===== config.mk =====
export PLATFORM = sky130hd
export DESIGN_NAME = fifo_wr_arbiter
export DESIGN_NICKNAME = d
export VERILOG_FILES = /design/src/rtl/fifo_wr_arbiter.sv
export SDC_FILE = /design/constraint.sdc
export NUM_CORES = 1
export LEC_CHECK = 0
export ABC_AREA = 0
export BUFFER_PORTS_ARGS = -buffer_cell sky130_fd_sc_hd__buf_2
export CORE_ASPECT_RATIO = 1.25
export CORE_MARGIN = 2
export CORE_UTILIZATION = 43
export DETAILED_ROUTE_END_ITERATION = 16
export GPL_TIMING_DRIVEN = 0
export PLACE_DENSITY = 0.9
export SLEW_MARGIN = 20
export SYNTH_ARGS = -nofsm -noshare
export SYNTH_HDL_FRONTEND = slang
export SYNTH_SLANG_ARGS = --single-unit

===== constraint.sdc =====
create_clock -name clk -period 2.2 [get_ports clk]
set_input_delay 0 -clock clk [delete_from_list [all_inputs] [get_ports clk]]
set_output_delay 0 -clock clk [all_outputs]
set_load 0.01 [all_outputs]

===== src/rtl/fifo_wr_arbiter.sv =====
// Round-robin arbiter sharing one synchronous-FIFO write port among N producers.
// Grants are held for up to MAX_BURST accepted beats and stall cleanly on FIFO full.
module fifo_wr_arbiter #(
    parameter int N         = 4,
    parameter int W         = 8,
    parameter int MAX_BURST = 4
) (
    input  logic                 clk,
    input  logic                 rst,
    input  logic [N-1:0]         req,
    input  logic [N*W-1:0]       data_in,
    input  logic                 fifo_full,
    output logic [N-1:0]         gnt,
    output logic                 fifo_wr_en,
    output logic [W-1:0]         fifo_wr_data,
    output logic [$clog2(N)-1:0] owner_id,
    output logic                 busy
);

    localparam int IW = $clog2(N);
    localparam int BW = (MAX_BURST > 1) ? $clog2(MAX_BURST) : 1;

    typedef enum logic {IDLE, BUSY} state_t;

    state_t          state, state_nxt;
    logic [N-1:0]    gnt_nxt;
    logic [IW-1:0]   owner, owner_nxt;
    logic [IW-1:0]   last, last_nxt;
    logic [BW-1:0]   beat_cnt, beat_nxt;
    logic [IW-1:0]   pick_base, pick_idx;
    logic            pick_valid;
    logic            accept, release_now;

    // The search starts just after pick_base, so the base index itself is tried last.
    always_comb begin
        pick_base  = (state == BUSY) ? owner : last;
        pick_valid = 1'b0;
        pick_idx   = '0;
        for (int i = N; i >= 1; i--) begin
            int cand;
            cand = (int'(pick_base) + i) % N;
            if (req[cand[IW-1:0]]) begin
                pick_valid = 1'b1;
                pick_idx   = cand[IW-1:0];
            end
        end
    end

    assign busy        = (state == BUSY);
    assign accept      = busy & req[owner] & ~fifo_full;
    assign release_now = (accept && (beat_cnt == BW'(MAX_BURST - 1))) || !req[owner];
    assign fifo_wr_en  = accept;
    assign owner_id    = owner;

    always_comb begin
        fifo_wr_data = '0;
        for (int k = 0; k < N; k++) begin
            if (busy && (owner == IW'(k))) begin
                fifo_wr_data = data_in[k*W +: W];
            end
        end
    end

    // Next-state logic: a full-stall cycle leaves owner, grant and beat count untouched.
    always_comb begin
        state_nxt = state;
        gnt_nxt   = gnt;
        owner_nxt = owner;
        last_nxt  = last;
        beat_nxt  = beat_cnt;
        case (state)
            IDLE: begin
                if (pick_valid) begin
                    state_nxt = BUSY;
                    owner_nxt = pick_idx;
                    gnt_nxt   = N'(1) << pick_idx;
                    beat_nxt  = '0;
                end
            end
            BUSY: begin
                if (accept) begin
                    beat_nxt = beat_cnt + BW'(1);
                end
                if (release_now) begin
                    last_nxt = owner;
                    beat_nxt = '0;
                    if (pick_valid) begin
                        owner_nxt = pick_idx;
                        gnt_nxt   = N'(1) << pick_idx;
                    end else begin
                        state_nxt = IDLE;
                        owner_nxt = '0;
                        gnt_nxt   = '0;
                    end
                end
            end
            default: begin
                state_nxt = IDLE;
                gnt_nxt   = '0;
                owner_nxt = '0;
                beat_nxt  = '0;
            end
        endcase
    end

    // Pointer resets to N-1 so producer 0 has first priority.
    always_ff @(posedge clk or posedge rst) begin
        if (rst) begin
            state    <= IDLE;
            gnt      <= '0;
            owner    <= '0;
            last     <= IW'(N - 1);
            beat_cnt <= '0;
        end else begin
            state    <= state_nxt;
            gnt      <= gnt_nxt;
            owner    <= owner_nxt;
            last     <= last_nxt;
            beat_cnt <= beat_nxt;
        end
    end

endmodule


Yosys cells after proc, flatten, opt, wreduce, memory -nomap -nowiden. Index checks and enable logic that the tools add are counted.

Word-level logic and storage cells: 76. Output and inout bits: 16. Bits in registers: 11.

Multiplexer cells: 38. Eq/ne operators: 7. Reduce and logical (&&, ||, !) cells: 11. Add/sub/neg operators: 5. Shifts and indexed selects: 1. Order comparisons: 5. Bitwise operators: 4.

Operators by type and width (count): $mux W8 (4); $mux W2 (11); $lt A2 B3 Y1 const B (5); $mux W4 (3); $mux W1 (11); $bmux W1 S2 (5); $pmux W2 S2 (2); $pmux W4 S2 (1); $add A2 B1 Y2 const B (3); $eq A2 B2 Y1 const B (3); $reduce_and A2 Y1 (3); $logic_and A1 B1 Y1 (5); $add A2 B2 Y2 const B (2); $shl A1 B2 Y4 const A (1); $ne A3 B1 Y1 const B (1); $and A1 B1 Y1 (2); $eq A2 B1 Y1 const B (1); $logic_not A2 Y1 (1); $ne A2 B1 Y1 const B (1); $ne A2 B2 Y1 const B (1); $not A1 Y1 (2); $pmux W1 S2 (1); $logic_not A1 Y1 (1); $logic_or A1 B1 Y1 (1).

Depth between registers and ports, before layout.
Depth in word-level cells: 12. Depth in mapped cells: 6. Mapped depth without buffers: 6.

Worst setup path after synthesis. Ideal clock, no wire load.

Path type: register -> register. Start: reg state, in the netlist busy. End: reg gnt[1]. Data required time: 2.079 ns. Path buffers: 1. Arrival: 1.510 ns. Period minus slack after synthesis: 1.631 ns. Stages on the path, launching flop included: 7. Path slack: 0.569 ns. Cells stage by stage: dfrtp_1 -> buf_6 -> mux2_4 -> o21a_4 -> nor2_4 -> o221ai_2 -> a32o_2.

Longest elaborated chain between the ends: 12. Elaborated cells between the ends (all ways): 34. Classes of those cells: 4 x add/sub; 2 x eq/ne; 1 x shift; 21 x mux; 3 x bitwise; 3 x reduce/logical.

Ends and longest elaborated chain: from (decl) (RTL line 25) `state_t state, state_nxt;`; from (signal assigned) (RTL line 115) `state <= state_nxt;`; $mux W2 (RTL line 36) `pick_base = (state == BUSY) ? owner : last;`; $add A2 B1 Y2 (RTL line 41) `cand = (int'(pick_base) + i) % N;`; $bmux W1 S2 (RTL line 42) `if (req[cand[IW-1:0]]) begin`; $mux W1 (implied by the code) (RTL line 42); $mux W2 (4 in a row) (RTL line 42); $shl A1 B2 Y4 (RTL line 76, 89); $mux W4 (RTL line 87) `if (pick_valid) begin`; $mux W4 (RTL line 84) `if (release_now) begin`; $pmux W4 S2 (RTL line 71) `case (state)`; to (signal assigned) (RTL line 116) `gnt <= gnt_nxt;`; to (decl) (RTL line 13) `output logic [N-1:0] gnt,`.

Parallel ways exist; a longest one is shown, timed or not. The select of a mux whose other input is x is not followed. A chain may end at the register's enable or synchronous reset.

Final worst setup path.
Start: reg owner[0], in the netlist owner_id[0]. End: out fifo_wr_data[2].

Longest elaborated chain between the ends: 6. Elaborated cells between the ends (all ways): 12. Classes of those cells: 3 x eq/ne; 4 x mux; 5 x reduce/logical.

Ends and longest elaborated chain: from (decl) (RTL line 27) `logic [IW-1:0] owner, owner_nxt;`; from (signal assigned) (RTL line 117) `owner <= owner_nxt;`; $logic_not A2 Y1 (RTL line 58) `if (busy && (owner == IW'(k))) begin`; $logic_and A1 B1 Y1 (RTL line 58); $mux W8 (3 in a row) (RTL line 58); $mux W8 * (RTL line 58); to (decl) (RTL line 15) `output logic [W-1:0] fifo_wr_data,`.

Mark *: on every way between the ends. The rest lies on a longest branch, timed or not.

==> results.yml <==
drt:
  drtPass1Iterations: 4
  route.final.wire_length_um: 2580
  wire_per_inst_um: 14.7
  routed-via-count: 977
  via_per_inst: 5.58
  drc: 0
  drt_iter0_markers: 11
  route.antenna.remaining_nets: 0
timing:
  layout_worst_path_cycle_share_pct: 86.0
  maxSlewHeadroom_pct: 61.1
  count_of_pins_over_their_slew_limit: 0
  fmax_mhz: 529
  report.final.setup_viol: 0
  rsz0062_at_grt: "false"
  max_slew.worst_pin.slew_ns: 0.579
  report.final.hold_viol_count: 0
  period_needed_ns: 1.89
  skew_ns: 0.00415
  setup_total_negative_slack_ns: 0
setup_path:
  critical_path_s_most_frequent_cell: "buf_2"
  maximum_fanout_encountered_on_the_critical_timing_path: 10
  crit_arrival_ns: 1.89
  crit_buf_inv: 2
  worstPathCellList: "buf_2 > mux4_2 > and2_1 > buf_2"
  cpMaxStageDelayCell: "mux4_2"
  cpPeakStageDelay_ns: 0.55
  worst_ep_required_time_ns: 2.20
  timing.critical_path.max_delay_family: "multiplexers"
  start_kind: "flip-flop"
  worstSetupEndpointType: "primary output"
  timing_worst_setup_path_type: "flip-flop to primary output"
synthesis:
  warning_count_from_the_yosys_run: 0
  syn-mean-instance-area_sq_um: 11.3
  yosys_register_bits: 11
  syn-num-nets: 125
  postSynthCellCount: 85
  number_of_library_cell_types_mapped_by_synthesis: 41
  number_of_enable_type_register_cells_in_the_synthesized_netlist: 0
  synth_flop_type: "dfrtp_1"
  synth-async-reset-ratio_pct: 100
  yosysSeqAreaShare_pct: 28.9
  synthesis.area_sq_um: 960
clock_tree:
  later_pin_clock_latency_in_the_skew_report_ns: 0.27
  clk_pin_slew_ns: 0.08
  clock_path_buffers: 2
  postCtsSetupBuffers: 0
  clockRootBuffer: "clkbuf_4"
  h-tree-depth: 1
  clock-sinks: 11
  numCtsBuffers: 3
  post_cts_resized: 0
  tritoncts: "done"
final_layout:
  num_antenna_cells: 0
  leading_cell_types_in_the_layout_fill_and_taps_excluded: "buf_2, mux4_2, dfrtp_1"
  post_layout_nonfiller_instances: 175
  finalInstanceArea_sq_um: 1310
  regArea_sq_um: 278
  multi_input_logic_area_sq_um: 637
  postLayoutCoreUtil_pct: 60.3
  final_layout_size_suffix_gt1_share_pct: 61.1
  areaGrowthSynthToFinish_pct: 36.0
  finish.net_count: 185
  most_common_cell_after_layout_fill_and_taps_aside: "buf_2"
  num-fill-cells: 196
global_route:
  grt_pass1_vias: 977
  top_usage_layer: "met2"
  antenna_found_initial: 0
  groute.layer.met1.usage_pct: 19.8
  groute.layer.met2.usage_pct: 40.1
  pin_count_of_the_biggest_net_entering_global_routing: 12
  groute.layer.met3.usage_pct: 3.54
  global_route.overflow_total: 0
  grt_pass1_wl_um: 4010
  gr-usage-all-layers_pct: 20.4
floorplan:
  coreArea_sq_um: 2160
  row_count: 19
  i_o_pins: 55
  die_width_um: 46.3
  fp.dieH_um: 56.8
  die-area_sq_um: 2630
  floorplan.initialDensity_pct: 44.4
power:
  power.share.clock_pct: 9.8
  switchingPower_mw: 0.598
  p_seq_share_pct: 25.8
  finalPower_mw: 1.46
  power.internal_mw: 0.858
  power_switching_share_pct: 41.1
  powerDensity_nw_per_um2: 1120
  power.share.combinational_pct: 64.4
  power.static_leakage_nw: 0.615
  ir_drop_uv: 681
placed_design:
  gpl.final_weighted_congestion: 0.743
  post-dp-hpwl_um: 2100
  numPlacedInstances: 170
  io_buffer_count: 54
  area_of_placed_instances_sq_um: 1270
worst_hold_path:
  worst_hold_path_type: "input pin to flip-flop"
run_status:
  result_of_the_run: "completed"
flow_run:
  max_cap_viol_count: 0
worst register-to-register path: stages, from the launching register on:
cell and delay [ns]:
dfstp_2 0.56, inv_1 0.05, or2_0 0.21, a32oi_1 0.20
o221ai_1 0.28, a32o_2 0.35
logic make-up (layout without fill, tap and decap cells):
family	after synthesis	in the layout	share of synthesized area (%)
flops	11	11	28.9
fa+ha+maj	1	1	1.30
compound gates	21	21	19.2
buf+inv	9	68	4.69
mux	13	13	26.1
simple gates	30	30	19.8
layer usage:
layer / share of wire (%) / vias to the layer above
met2: 54 / 52
met1: 36 / 472
met4: 1.1 / 0
met5: 0 / -
li1: - / 448
met3: 9.3 / 5
through the flow:
stage	hold slack, ns	worst slack, ns
final	0.0356	0.309
after global routing	0.0422	0.170
after CTS	0.0447	0.292
after detailed placement	0.0158	0.475
after global placement	-0.00570	0.555
after floorplan	-0.149	0.569
synthesized netlist by cell type, types with 2 or more instances:
master	count	area, sq um
a21oi_1	4	20.0
a22o_1	2	17.5
a32o_1	2	20.0
and2_1	8	50.1
clkbuf_1	2	7.51
dfrtp_1	9	225
dfstp_2	2	52.6
inv_1	4	15.0
mux2_2	2	22.5
mux4_2	9	203
nand2_1	5	18.8
nand2b_1	3	18.8
nand3_1	2	10.0
nor2_1	2	7.51
nor2_4	2	22.5
o21ai_0	2	10.0
registers in the layout, indices dropped and copies added (netlist names):
name      count
last          2
busy          1
owner_id      2
gnt           4
beat_cnt      2
area by class of cell:
class                      instances  area share [%]
multi-input combinational         65            48.8
timing repair buffer              55            21.5
sequential                        11            21.3
tap                               31            2.97
clock buffer                       4            2.01
buffer                             4            1.82
inverter                           5            1.63
final timing paths:
check	from	endpoint	slack [ns]	cells past startpoint
worst max-delay path	owner_id[0]	fifo_wr_data[2]	0.31	4
worst min-delay path	req[2]	busy	0.04	3
worst max register to register	last[1]	gnt[1]	0.43	5
worst min register to register	gnt[3]	gnt[3]	0.50	2
max in group asynchronous	rst	last[0]	1.60	3
min in group asynchronous	rst	owner_id[0]	0.26	3
power groups by stage:
stage / logic (mW) / clock network (mW) / registers (mW)
2_1_floorplan: 0.660 / 0 / 0.379
3_3_place_gp: 0.902 / 0 / 0.367
3_5_place_dp: 0.939 / 0 / 0.378
4_1_cts: 0.945 / 0.139 / 0.374
5_1_grt: 1.03 / 0.155 / 0.387
6_report: 0.938 / 0.142 / 0.376
timing repair:
action	4_1_cts	5_1_grt
setup endpoints to repair	0	0
hold buffers	1	0
endpoints found under the hold margin	9	0
No activity file was read; power rests on OpenSTA's default activity.
